**config.mk**
```make
export PLATFORM = sky130hd
export DESIGN_NAME = timer_counter_flat
export DESIGN_NICKNAME = d
export VERILOG_FILES = /design/src/rtl/timer_counter_pkg.sv /design/src/rtl/timer_counter_if.sv /design/src/rtl/timer_counter_compare_channel.sv /design/src/rtl/timer_counter.sv /design/src/flat_wrapper.sv
export SDC_FILE = /design/constraint.sdc
export NUM_CORES = 1
export LEC_CHECK = 0
export ABC_AREA = 1
export ABC_CLOCK_PERIOD_IN_PS = 3610
export CORE_MARGIN = 3
export CORE_UTILIZATION = 58
export CTS_BUF_LIST = sky130_fd_sc_hd__clkbuf_16
export DETAILED_ROUTE_END_ITERATION = 16
export GPL_TIMING_DRIVEN = 0
export PLACE_DENSITY = 0.82
export SETUP_SLACK_MARGIN = 0.15
export SYNTH_ARGS = -nofsm -noshare
export SYNTH_HDL_FRONTEND = slang
export SYNTH_SLANG_ARGS = --single-unit
```
**constraint.sdc**
```tcl
create_clock -name clock -period 3.61 [get_ports clock]
set_clock_uncertainty 0.15 [all_clocks]
set_input_delay 0.722 -clock clock [delete_from_list [all_inputs] [get_ports clock]]
set_output_delay 0.722 -clock clock [all_outputs]
set_load 0.005 [all_outputs]
```
**src/rtl/timer_counter_pkg.sv**
```systemverilog
// Shared definitions for the timer/counter: counting-mode encodings,
// direction constants and the raw-mode decoder.
package timer_counter_pkg;

  typedef enum logic [1:0] {
    MODE_UP     = 2'd0,
    MODE_DOWN   = 2'd1,
    MODE_CENTER = 2'd2,
    MODE_RSVD   = 2'd3
  } mode_e;

  localparam logic DIR_UP   = 1'b0;
  localparam logic DIR_DOWN = 1'b1;

  // The reserved encoding behaves as an up counter.
  function automatic mode_e decode_mode(input logic [1:0] raw);
    mode_e m;
    case (raw)
      2'd1:    m = MODE_DOWN;
      2'd2:    m = MODE_CENTER;
      default: m = MODE_UP;
    endcase
    return m;
  endfunction

endpackage

```
**src/rtl/timer_counter_if.sv**
```systemverilog
// Control and status bundle of the timer/counter; the master drives the
// controls, the slave (the timer) drives the status.
interface timer_counter_if #(
  parameter int bitwidth           = 16,
  parameter int prescaler_bitwidth = 8,
  parameter int channels           = 2
);
  logic                           start;
  logic                           stop;
  logic [1:0]                     mode;
  logic                           autoreload;
  logic [prescaler_bitwidth-1:0]  prescaler;
  logic [bitwidth-1:0]            reload_value;
  logic [channels*bitwidth-1:0]   compare_values;
  logic                           counting;
  logic [bitwidth-1:0]            value;
  logic                           direction;
  logic                           overflow;
  logic                           underflow;
  logic [channels-1:0]            compare_match;
  logic [channels-1:0]            pwm;

  modport master (
    output start, stop, mode, autoreload, prescaler, reload_value, compare_values,
    input  counting, value, direction, overflow, underflow, compare_match, pwm
  );

  modport slave (
    input  start, stop, mode, autoreload, prescaler, reload_value, compare_values,
    output counting, value, direction, overflow, underflow, compare_match, pwm
  );
endinterface

```
**src/rtl/timer_counter_compare_channel.sv**
```systemverilog
// One compare/PWM channel: shadowed compare value, match pulse and PWM level,
// all aligned with the registered counter value.
module compare_channel #(
  parameter int bitwidth = 16
) (
  input  logic                clock,
  input  logic                reset,
  input  logic                load,
  input  logic [bitwidth-1:0] compare_value,
  input  logic                tick,
  input  logic                counting_next,
  input  logic [bitwidth-1:0] value_next,
  output logic                compare_match,
  output logic                pwm
);

  logic [bitwidth-1:0] cmp_r;
  logic [bitwidth-1:0] cmp_nxt_s;
  logic                match_r;
  logic                pwm_r;

  // Compare shadow that will be active alongside the next counter value.
  always_comb begin
    cmp_nxt_s = cmp_r;
    if (load) begin
      cmp_nxt_s = compare_value;
    end else begin
      cmp_nxt_s = cmp_r;
    end
  end

  // Shadow, match pulse and PWM level registers.
  always_ff @(posedge clock or negedge reset) begin
    if (!reset) begin
      cmp_r   <= '0;
      match_r <= 1'b0;
      pwm_r   <= 1'b0;
    end else begin
      cmp_r   <= cmp_nxt_s;
      match_r <= tick && (value_next == cmp_nxt_s);
      pwm_r   <= counting_next && (value_next < cmp_nxt_s);
    end
  end

  assign compare_match = match_r;
  assign pwm           = pwm_r;

endmodule

```
**src/rtl/timer_counter.sv**
```systemverilog
// Prescaled up/down/centre-aligned timer with shadowed period, prescaler and
// mode, plus a bank of compare/PWM channels.
module timer_counter
  import timer_counter_pkg::*;
#(
  parameter int bitwidth           = 16,
  parameter int prescaler_bitwidth = 8,
  parameter int channels           = 2
) (
  input  logic            clock,
  input  logic            reset,
  timer_counter_if.slave  bus
);

  localparam logic [bitwidth-1:0]           VAL_ONE   = {{(bitwidth-1){1'b0}}, 1'b1};
  localparam logic [prescaler_bitwidth-1:0] PRESC_ONE = {{(prescaler_bitwidth-1){1'b0}}, 1'b1};

  logic                          start_q_r, stop_q_r;
  logic                          counting_r, direction_r, overflow_r, underflow_r;
  logic [bitwidth-1:0]           value_r, reload_r;
  logic [prescaler_bitwidth-1:0] presc_cnt_r, presc_r;
  mode_e                         mode_r;

  logic                          start_edge_s, stop_edge_s, start_ok_s;
  logic                          tick_s, update_s, load_s;
  logic                          counting_nxt_s, direction_nxt_s, overflow_nxt_s, underflow_nxt_s;
  logic [bitwidth-1:0]           value_nxt_s;
  logic [prescaler_bitwidth-1:0] presc_cnt_nxt_s;
  mode_e                         new_mode_s;
  logic [channels-1:0]           match_s, pwm_s;

  assign start_edge_s = bus.start && !start_q_r;
  assign stop_edge_s  = bus.stop && !stop_q_r;
  assign start_ok_s   = start_edge_s && (bus.reload_value != '0);
  assign new_mode_s   = decode_mode(bus.mode);

  // Next-state of the counter; stop beats start, start beats counting.
  always_comb begin
    counting_nxt_s  = counting_r;
    direction_nxt_s = direction_r;
    overflow_nxt_s  = 1'b0;
    underflow_nxt_s = 1'b0;
    value_nxt_s     = value_r;
    presc_cnt_nxt_s = presc_cnt_r;
    tick_s          = 1'b0;
    update_s        = 1'b0;
    load_s          = 1'b0;
    if (stop_edge_s) begin
      counting_nxt_s = 1'b0;
    end else if (start_ok_s) begin
      load_s          = 1'b1;
      counting_nxt_s  = 1'b1;
      presc_cnt_nxt_s = '0;
      if (new_mode_s == MODE_DOWN) begin
        value_nxt_s     = bus.reload_value;
        direction_nxt_s = DIR_DOWN;
      end else begin
        value_nxt_s     = '0;
        direction_nxt_s = DIR_UP;
      end
    end else if (counting_r) begin
      if (presc_cnt_r == presc_r) begin
        tick_s          = 1'b1;
        presc_cnt_nxt_s = '0;
        case (mode_r)
          MODE_DOWN: begin
            if (value_r == '0) begin
              underflow_nxt_s = 1'b1;
              update_s        = 1'b1;
              value_nxt_s     = bus.autoreload ? bus.reload_value : reload_r;
            end else begin
              value_nxt_s = value_r - VAL_ONE;
            end
          end
          MODE_CENTER: begin
            if (direction_r == DIR_UP) begin
              if (value_r == reload_r) begin
                overflow_nxt_s  = 1'b1;
                direction_nxt_s = DIR_DOWN;
                value_nxt_s     = reload_r - VAL_ONE;
              end else begin
                value_nxt_s = value_r + VAL_ONE;
              end
            end else begin
              if (value_r == '0) begin
                underflow_nxt_s = 1'b1;
                update_s        = 1'b1;
                direction_nxt_s = DIR_UP;
                value_nxt_s     = VAL_ONE;
              end else begin
                value_nxt_s = value_r - VAL_ONE;
              end
            end
          end
          default: begin
            if (value_r == reload_r) begin
              overflow_nxt_s = 1'b1;
              update_s       = 1'b1;
              value_nxt_s    = '0;
            end else begin
              value_nxt_s = value_r + VAL_ONE;
            end
          end
        endcase
        // A period boundary either reloads the shadows or ends a one-shot run.
        if (update_s) begin
          if (bus.autoreload) begin
            load_s          = 1'b1;
            direction_nxt_s = (new_mode_s == MODE_DOWN) ? DIR_DOWN : DIR_UP;
          end else begin
            counting_nxt_s = 1'b0;
            value_nxt_s    = (mode_r == MODE_DOWN) ? reload_r : '0;
          end
        end else begin
          load_s = 1'b0;
        end
      end else begin
        presc_cnt_nxt_s = presc_cnt_r + PRESC_ONE;
      end
    end else begin
      counting_nxt_s = 1'b0;
    end
  end

  // Counter state, status outputs, edge history and active shadows.
  always_ff @(posedge clock or negedge reset) begin
    if (!reset) begin
      start_q_r   <= 1'b0;
      stop_q_r    <= 1'b0;
      counting_r  <= 1'b0;
      direction_r <= DIR_UP;
      overflow_r  <= 1'b0;
      underflow_r <= 1'b0;
      value_r     <= '0;
      presc_cnt_r <= '0;
      presc_r     <= '0;
      reload_r    <= '0;
      mode_r      <= MODE_UP;
    end else begin
      start_q_r   <= bus.start;
      stop_q_r    <= bus.stop;
      counting_r  <= counting_nxt_s;
      direction_r <= direction_nxt_s;
      overflow_r  <= overflow_nxt_s;
      underflow_r <= underflow_nxt_s;
      value_r     <= value_nxt_s;
      presc_cnt_r <= presc_cnt_nxt_s;
      if (load_s) begin
        mode_r   <= new_mode_s;
        presc_r  <= bus.prescaler;
        reload_r <= bus.reload_value;
      end
    end
  end

  for (genvar i = 0; i < channels; i++) begin : g_ch
    compare_channel #(.bitwidth(bitwidth)) u_ch (
      .clock         (clock),
      .reset         (reset),
      .load          (load_s),
      .compare_value (bus.compare_values[i*bitwidth +: bitwidth]),
      .tick          (tick_s),
      .counting_next (counting_nxt_s),
      .value_next    (value_nxt_s),
      .compare_match (match_s[i]),
      .pwm           (pwm_s[i])
    );
  end

  assign bus.counting      = counting_r;
  assign bus.value         = value_r;
  assign bus.direction     = direction_r;
  assign bus.overflow      = overflow_r;
  assign bus.underflow     = underflow_r;
  assign bus.compare_match = match_s;
  assign bus.pwm           = pwm_s;

endmodule

```
**src/flat_wrapper.sv**
```systemverilog
// flat-port wrapper written by rule: the top's interface ports become plain ports
module timer_counter_flat import timer_counter_pkg::*;
#(
  parameter int bitwidth           = 16,
  parameter int prescaler_bitwidth = 8,
  parameter int channels           = 2
)
  (clock, reset, bus_start, bus_stop, bus_mode, bus_autoreload, bus_prescaler, bus_reload_value, bus_compare_values, bus_counting, bus_value, bus_direction, bus_overflow, bus_underflow, bus_compare_match, bus_pwm);
  timer_counter_if #(.bitwidth(bitwidth), .prescaler_bitwidth(prescaler_bitwidth), .channels(channels)) bus_i ();
  input  logic clock;
  input  logic reset;
  input wire logic [$bits(bus_i.start)-1:0] bus_start;
  input wire logic [$bits(bus_i.stop)-1:0] bus_stop;
  input wire logic [$bits(bus_i.mode)-1:0] bus_mode;
  input wire logic [$bits(bus_i.autoreload)-1:0] bus_autoreload;
  input wire logic [$bits(bus_i.prescaler)-1:0] bus_prescaler;
  input wire logic [$bits(bus_i.reload_value)-1:0] bus_reload_value;
  input wire logic [$bits(bus_i.compare_values)-1:0] bus_compare_values;
  output wire logic [$bits(bus_i.counting)-1:0] bus_counting;
  output wire logic [$bits(bus_i.value)-1:0] bus_value;
  output wire logic [$bits(bus_i.direction)-1:0] bus_direction;
  output wire logic [$bits(bus_i.overflow)-1:0] bus_overflow;
  output wire logic [$bits(bus_i.underflow)-1:0] bus_underflow;
  output wire logic [$bits(bus_i.compare_match)-1:0] bus_compare_match;
  output wire logic [$bits(bus_i.pwm)-1:0] bus_pwm;
  assign bus_i.start = bus_start;
  assign bus_i.stop = bus_stop;
  assign bus_i.mode = bus_mode;
  assign bus_i.autoreload = bus_autoreload;
  assign bus_i.prescaler = bus_prescaler;
  assign bus_i.reload_value = bus_reload_value;
  assign bus_i.compare_values = bus_compare_values;
  assign bus_counting = bus_i.counting;
  assign bus_value = bus_i.value;
  assign bus_direction = bus_i.direction;
  assign bus_overflow = bus_i.overflow;
  assign bus_underflow = bus_i.underflow;
  assign bus_compare_match = bus_i.compare_match;
  assign bus_pwm = bus_i.pwm;
  timer_counter #(.bitwidth(bitwidth), .prescaler_bitwidth(prescaler_bitwidth), .channels(channels)) u_core (.clock(clock), .reset(reset), .bus(bus_i));
endmodule
```
Yosys cells after proc, flatten, opt, wreduce, memory -nomap -nowiden
Cells that the tools add are included.
Operators by class
  bitwise gates (word level): 1
  mux-type cells: 64
  eq/ne operators: 9
  reduce and logical (&&, ||, !) cells: 15
  add/subtract/negate cells: 4
  magnitude comparators: 2
Operators with widths (count)
  $mux 16: 16
  $eq 16x16->1: 3
  $mux 1: 40
  $lt 16x16->1: 2
  $pmux 16 s2: 1
  $sub 16x1->16 const B: 2
  $mux 8: 3
  $add 16x1->16 const B: 1
  $logic_not 16->1: 1
  $reduce_bool 16->1: 1
  $add 8x1->8 const B: 1
  $eq 8x8->1: 1
  $logic_and 1x1->1: 7
  $eq 2x1->1 const B: 3
  $pmux 1 s2: 3
  $eq 2x2->1 const B: 2
  $pmux 2 s2: 1
  $reduce_bool 2->1: 2
  $reduce_and 3->1: 1
  $logic_not 1->1: 2
  $reduce_and 2->1: 1
  $not 1->1: 1
Storage, ports and cells
  word-level logic and storage cells: 112
  register bits after elaboration: 92
  output and inout port bits: 24

Longest topological paths before layout
  word-level depth: 16
  mapped depth: 26
  mapped depth without buffers: 24

Hierarchy
Synthesis repeated with hierarchy kept, for this count alone.
Second synthesis, totals
  cells, all modules: 1201
  area, all modules: 7606.0 sq um
Modules (own cells, without submodules)
  timer_counter: area an instance 5278.8 sq um, cells each 913, instances 1
  compare_channel (u_core.g_ch[1].u_ch): area an instance 1181.1 sq um, cells each 144, instances 1
  compare_channel (u_core.g_ch[0].u_ch): area an instance 1146.1 sq um, cells each 144, instances 1

Least setup slack after synthesis
OpenSTA, ideal clock, no wires.
  kind: in2reg
  from: input port bus_reload_value[9]
  to: register u_core.g_ch[0].u_ch.match_r
  arrival: 3.074 ns
  stages: 14
  slack: 0.285 ns
  library setup time: 0.101 ns
  cells stage by stage: nor4_1 -> nand3_1 -> nand3_1 -> clkinv_1 -> nand2_1 -> clkbuf_1 -> o21ai_0 -> a21oi_1 -> nor2_1 -> ha_1 -> nand2_1 -> nor4_1 -> inv_1 -> nor4_1
RTL lines
  start: declaration: line flat_wrapper.sv:17  | input wire logic [$bits(bus_i.reload_value)-1:0] bus_reload_value;
  $reduce_bool 16->1: line timer_counter.sv:34  | assign start_ok_s = start_edge_s && (bus.reload_value != '0);
  $logic_and 1x1->1: line timer_counter.sv:34
  $mux 16: line timer_counter.sv:50  | end else if (start_ok_s) begin
  $mux 16: line timer_counter.sv:48  | if (stop_edge_s) begin
  named net u_core.g_ch[0].u_ch.value_next[11]: line timer_counter_compare_channel.sv:12  | input logic [bitwidth-1:0] value_next,
  $eq 16x16->1: line timer_counter_compare_channel.sv:40  | match_r <= tick && (value_next == cmp_nxt_s);
  $logic_and 1x1->1: line timer_counter_compare_channel.sv:40
  end signal: assignment: line timer_counter_compare_channel.sv:40
  end: declaration: line timer_counter_compare_channel.sv:19  | logic match_r;
The timed path passes the listed nets, and every way through them passes these cells.
A chain may end at the register's enable or synchronous reset.

Final worst setup path
  from: input port bus_reload_value[6]
  to: register u_core.g_ch[0].u_ch.pwm_r
Between the ends
  word-level cells in the longest chain between the ends: 11
Ends and longest elaborated chain
  $mux 16: line timer_counter.sv:70  | value_nxt_s = bus.autoreload ? bus.reload_value : reload_r;
  $mux 16: line timer_counter.sv:67  | if (value_r == '0) begin
  $pmux 16 s2: line timer_counter.sv:65  | case (mode_r)
  $mux 16: line timer_counter.sv:107  | if (bus.autoreload) begin
  $mux 16: line timer_counter.sv:106  | if (update_s) begin
  $mux 16: line timer_counter.sv:62  | if (presc_cnt_r == presc_r) begin
  $mux 16: line timer_counter.sv:61  | end else if (counting_r) begin
  $mux 16: line timer_counter.sv:50
  $mux 16: line timer_counter.sv:48
  $lt 16x16->1: line timer_counter_compare_channel.sv:41  | pwm_r <= counting_next && (value_next < cmp_nxt_s);
  $logic_and 1x1->1 (*): line timer_counter_compare_channel.sv:41
  end signal: assignment: line timer_counter_compare_channel.sv:41
  end: declaration: line timer_counter_compare_channel.sv:20  | logic pwm_r;
Every way passes the cells marked *; elsewhere a longest branch is shown, timed or not.

==> impl_metrics.toml <==
[critical_path]
cp.required_ps = 3670
reg2reg_from = "u_core.bus.value[1]"
crit_type = "in2reg"
crit_path_start_kind = "input pin"
r2r-end = "u_core.g_ch[0].u_ch.pwm"
endpoint_kind = "register"
r2r_cells = 22
arrival_ps = 3800
crit_fanout = 8
critPathLaunch = "bus_reload_value[6]"
reg2reg_slack_ps = -50

[die]
io_pins = 87
die_area_um2 = 14600
core_um2 = 12800
num_rows = 41
die_h_um = 121
start_util_pct = 60.0
dieWidth_um = 121

[final_layout]
layout_common_cells = "307 x nand2_1, 125 x inv_1, 85 x nor2_1, 83 x clkdlybuf4s50_1, 81 x dfrtp_1"
final_common_cell = "nand2_1"
drive_above_1_share_pct = 26.3
syn2layout_area_growth_pct = 39.1
final_cells = 1518
n_antenna_cell = 0
nets = 1443
final_util_pct = 83.4

[sta]
relSlewSlack_pct = 44.3
grt_setup_unrepaired = "true"
tns_ps = -138
min_period_over_period_pct = 104
fmax_mhz = 268
layout_min_cycle_time_ps = 3740
worst_slew_pin_slew_ps = 826
finalSetupViolCount = 2
timing.hold.ws_ps = 137
fin_ws_ps = -127
hold_viol_final = 0
drv_slew = 0

[yosys]
synth_fp_nets = 1269
synth_top_family_by_area = "simple AND/OR/NAND/NOR gates"
synth_compound_area_share_pct = 14.2
synth_largest_area_cell = "dfrtp_1"
seq_area_frac_synth_pct = 30.1
synthAdderAreaFrac_pct = 6.21
syn_area_um2 = 7660
synthCells = 1168
synth_top_area_share_pct = 30.1
synth_area_leaders = "dfrtp_1 30%, nand2_1 16%, inv_1 6.9%, ha_1 6.2%, nor2_1 5.3%"
synth_seq_cells = 92
synthSimpleGateAreaFrac_pct = 31.7
yosysWarningCount = 0
muxShareOfSynthArea_pct = 0
ys_types = 41
syn_avg_cell_area_um2 = 6.56
synth-xor-area-share_pct = 4.57

[clock_tree]
cts.sinks = 92
tritoncts = "yes"
htreeDepth = 3
clk_latency_ps = 370
cts_buffers = 9
clk_path_buf_depth = 2
clk_pin_slew_worst_paths_ps = 70
cts-root-buf = "clkbuf_16"

[status]
violations = "setup timing"
outcome = "complete, but fails checks"

[placement]
port-buffer-count = 85
dpl.cell_count = 1426
gp_congestion = 1.07
place_ws_ps = -1690
hpwl_um = 19900

[route]
routed_wl_um = 30400
post_drt_wl_per_cell_um = 20.1
dr.pass1.iters = 7
vias_per_cell = 6.07
via_count = 9207
drt-initial-drc-count = 1393
drcViolationCount = 0
ant_nets = 0

[flow_run]
cap_viol_max_count = 0

[global_route]
grt_start_max_net_pins = 64
grt_antenna_before_repair = 0
first_global_vias = 8251
track_usage_pct = 38.1
grt_pass1_wl_um = 43000
overflow = 0

[power]
power.static_leakage_nw = 5.17
irDropWorstVdd_v = 0.000318
p_per_area_nw_per_um2 = 436

[worst_hold_path]
hold_path.class = "in2async"
state kept, by name, summed over array words and instances, names as in the netlist:
register,cells
u_core.mode_r,2
u_core.bus.underflow,1
u_core.g_ch.u_ch.pwm,2
u_core.reload_r,16
u_core.bus.counting,1
u_core.g_ch.u_ch.compare_match,2
u_core.bus.value,16
u_core.bus.direction,1
u_core.stop_q_r,1
u_core.bus.overflow,1
u_core.presc_r,8
u_core.g_ch.u_ch.cmp_r,32
u_core.presc_cnt_r,8
u_core.start_q_r,1
repair_timing:
action / in CTS / in global routing
cloned: 0 / 4
hold buffers: 0 / 0
setup buffers: 35 / 38
endpoints found under the hold margin: 0 / 0
pin swaps: 17 / 35
gates resized for setup: 123 / 145
setup endpoints to repair: 12 / 4
cell usage after synthesis, drive strengths merged:
cell,instances
clkinv,2
inv,182
o21ai,119
a311oi,1
dfrtp,92
nand4,28
o21a,1
o41ai,1
a21oi,56
nor3,7
ha,38
a21o,1
buf,35
o211ai,5
nor2,114
a211oi,1
o22ai,1
nand2,335
nand3,81
xnor2,8
or2,2
a31oi,2
clkbuf,19
nor4,5
xor2,32
cell families (layout without fill, tap and decap cells):
family                   count (synthesis)  in the layout
buffers and inverters                  238            416
AO/OA/AOI/OAI                          188            188
adder cells (fa/ha/maj)                 38             38
flip-flops                              92             92
AND/OR/NAND/NOR                        572            572
XOR/XNOR                                40             40
power by group:
group	leakage, nW	internal (mW)	switching, mW	total (mW)
sequential	1.09	1.20	0.153	1.35
clock	0.129	0.465	0.448	0.913
combinational	3.96	0.965	1.42	2.38
critical path, cell delays in order:
cell,delay [ps]
clkdlybuf4s50_1,500
inv_2,60
nand4_1,130
nor2_2,70
nand3_2,90
nand3_4,150
clkinv_8,110
nand2_8,70
o21ai_0,490
inv_1,150
nand2_1,150
o21ai_2,120
ha_2,240
inv_1,60
a21oi_1,80
o21ai_1,200
nand4_1,130
o211ai_1,150
a211oi_2,110
routing by layer:
metal	wire (um)	global-route usage, %	up-vias
li1	-	-	4057
met1	11300	49.3	4247
met2	13600	58.8	684
met3	3250	8.25	219
met4	2260	22.4	0
met5	0	0	-
through the flow:
step | instance area (um2) | power (mW)
finish | 10700 | 4.65
global route | 10700 | 4.87
CTS | 9760 | 4.20
detailed placement | 8750 | 3.10
global placement | 8730 | 3.04
floorplan | 7660 | 2.49
final cells by class:
| type | count | area [um2] |
|---|---|---|
| multi-input cells | 838 | 5060 |
| flip-flops and latches | 92 | 2320 |
| fillers | 830 | 2120 |
| repair buffers | 163 | 1550 |
| inverters | 184 | 752 |
| plain buffers | 54 | 493 |
| clock buffers | 9 | 225 |
| well taps | 172 | 215 |
| clock inverters | 6 | 40.0 |
worst max-delay path by stage:
stage                                                    to  slack, ps
after global placement                   u_core.reload_r[1]      -1770
after floorplan           u_core.g_ch[0].u_ch.compare_match        280
after global routing                u_core.g_ch[0].u_ch.pwm       -180
after detailed placement  u_core.g_ch[0].u_ch.compare_match      -1690
after CTS                 u_core.g_ch[0].u_ch.compare_match        150
final                               u_core.g_ch[0].u_ch.pwm       -130
(Power assumes the default switching activity.)
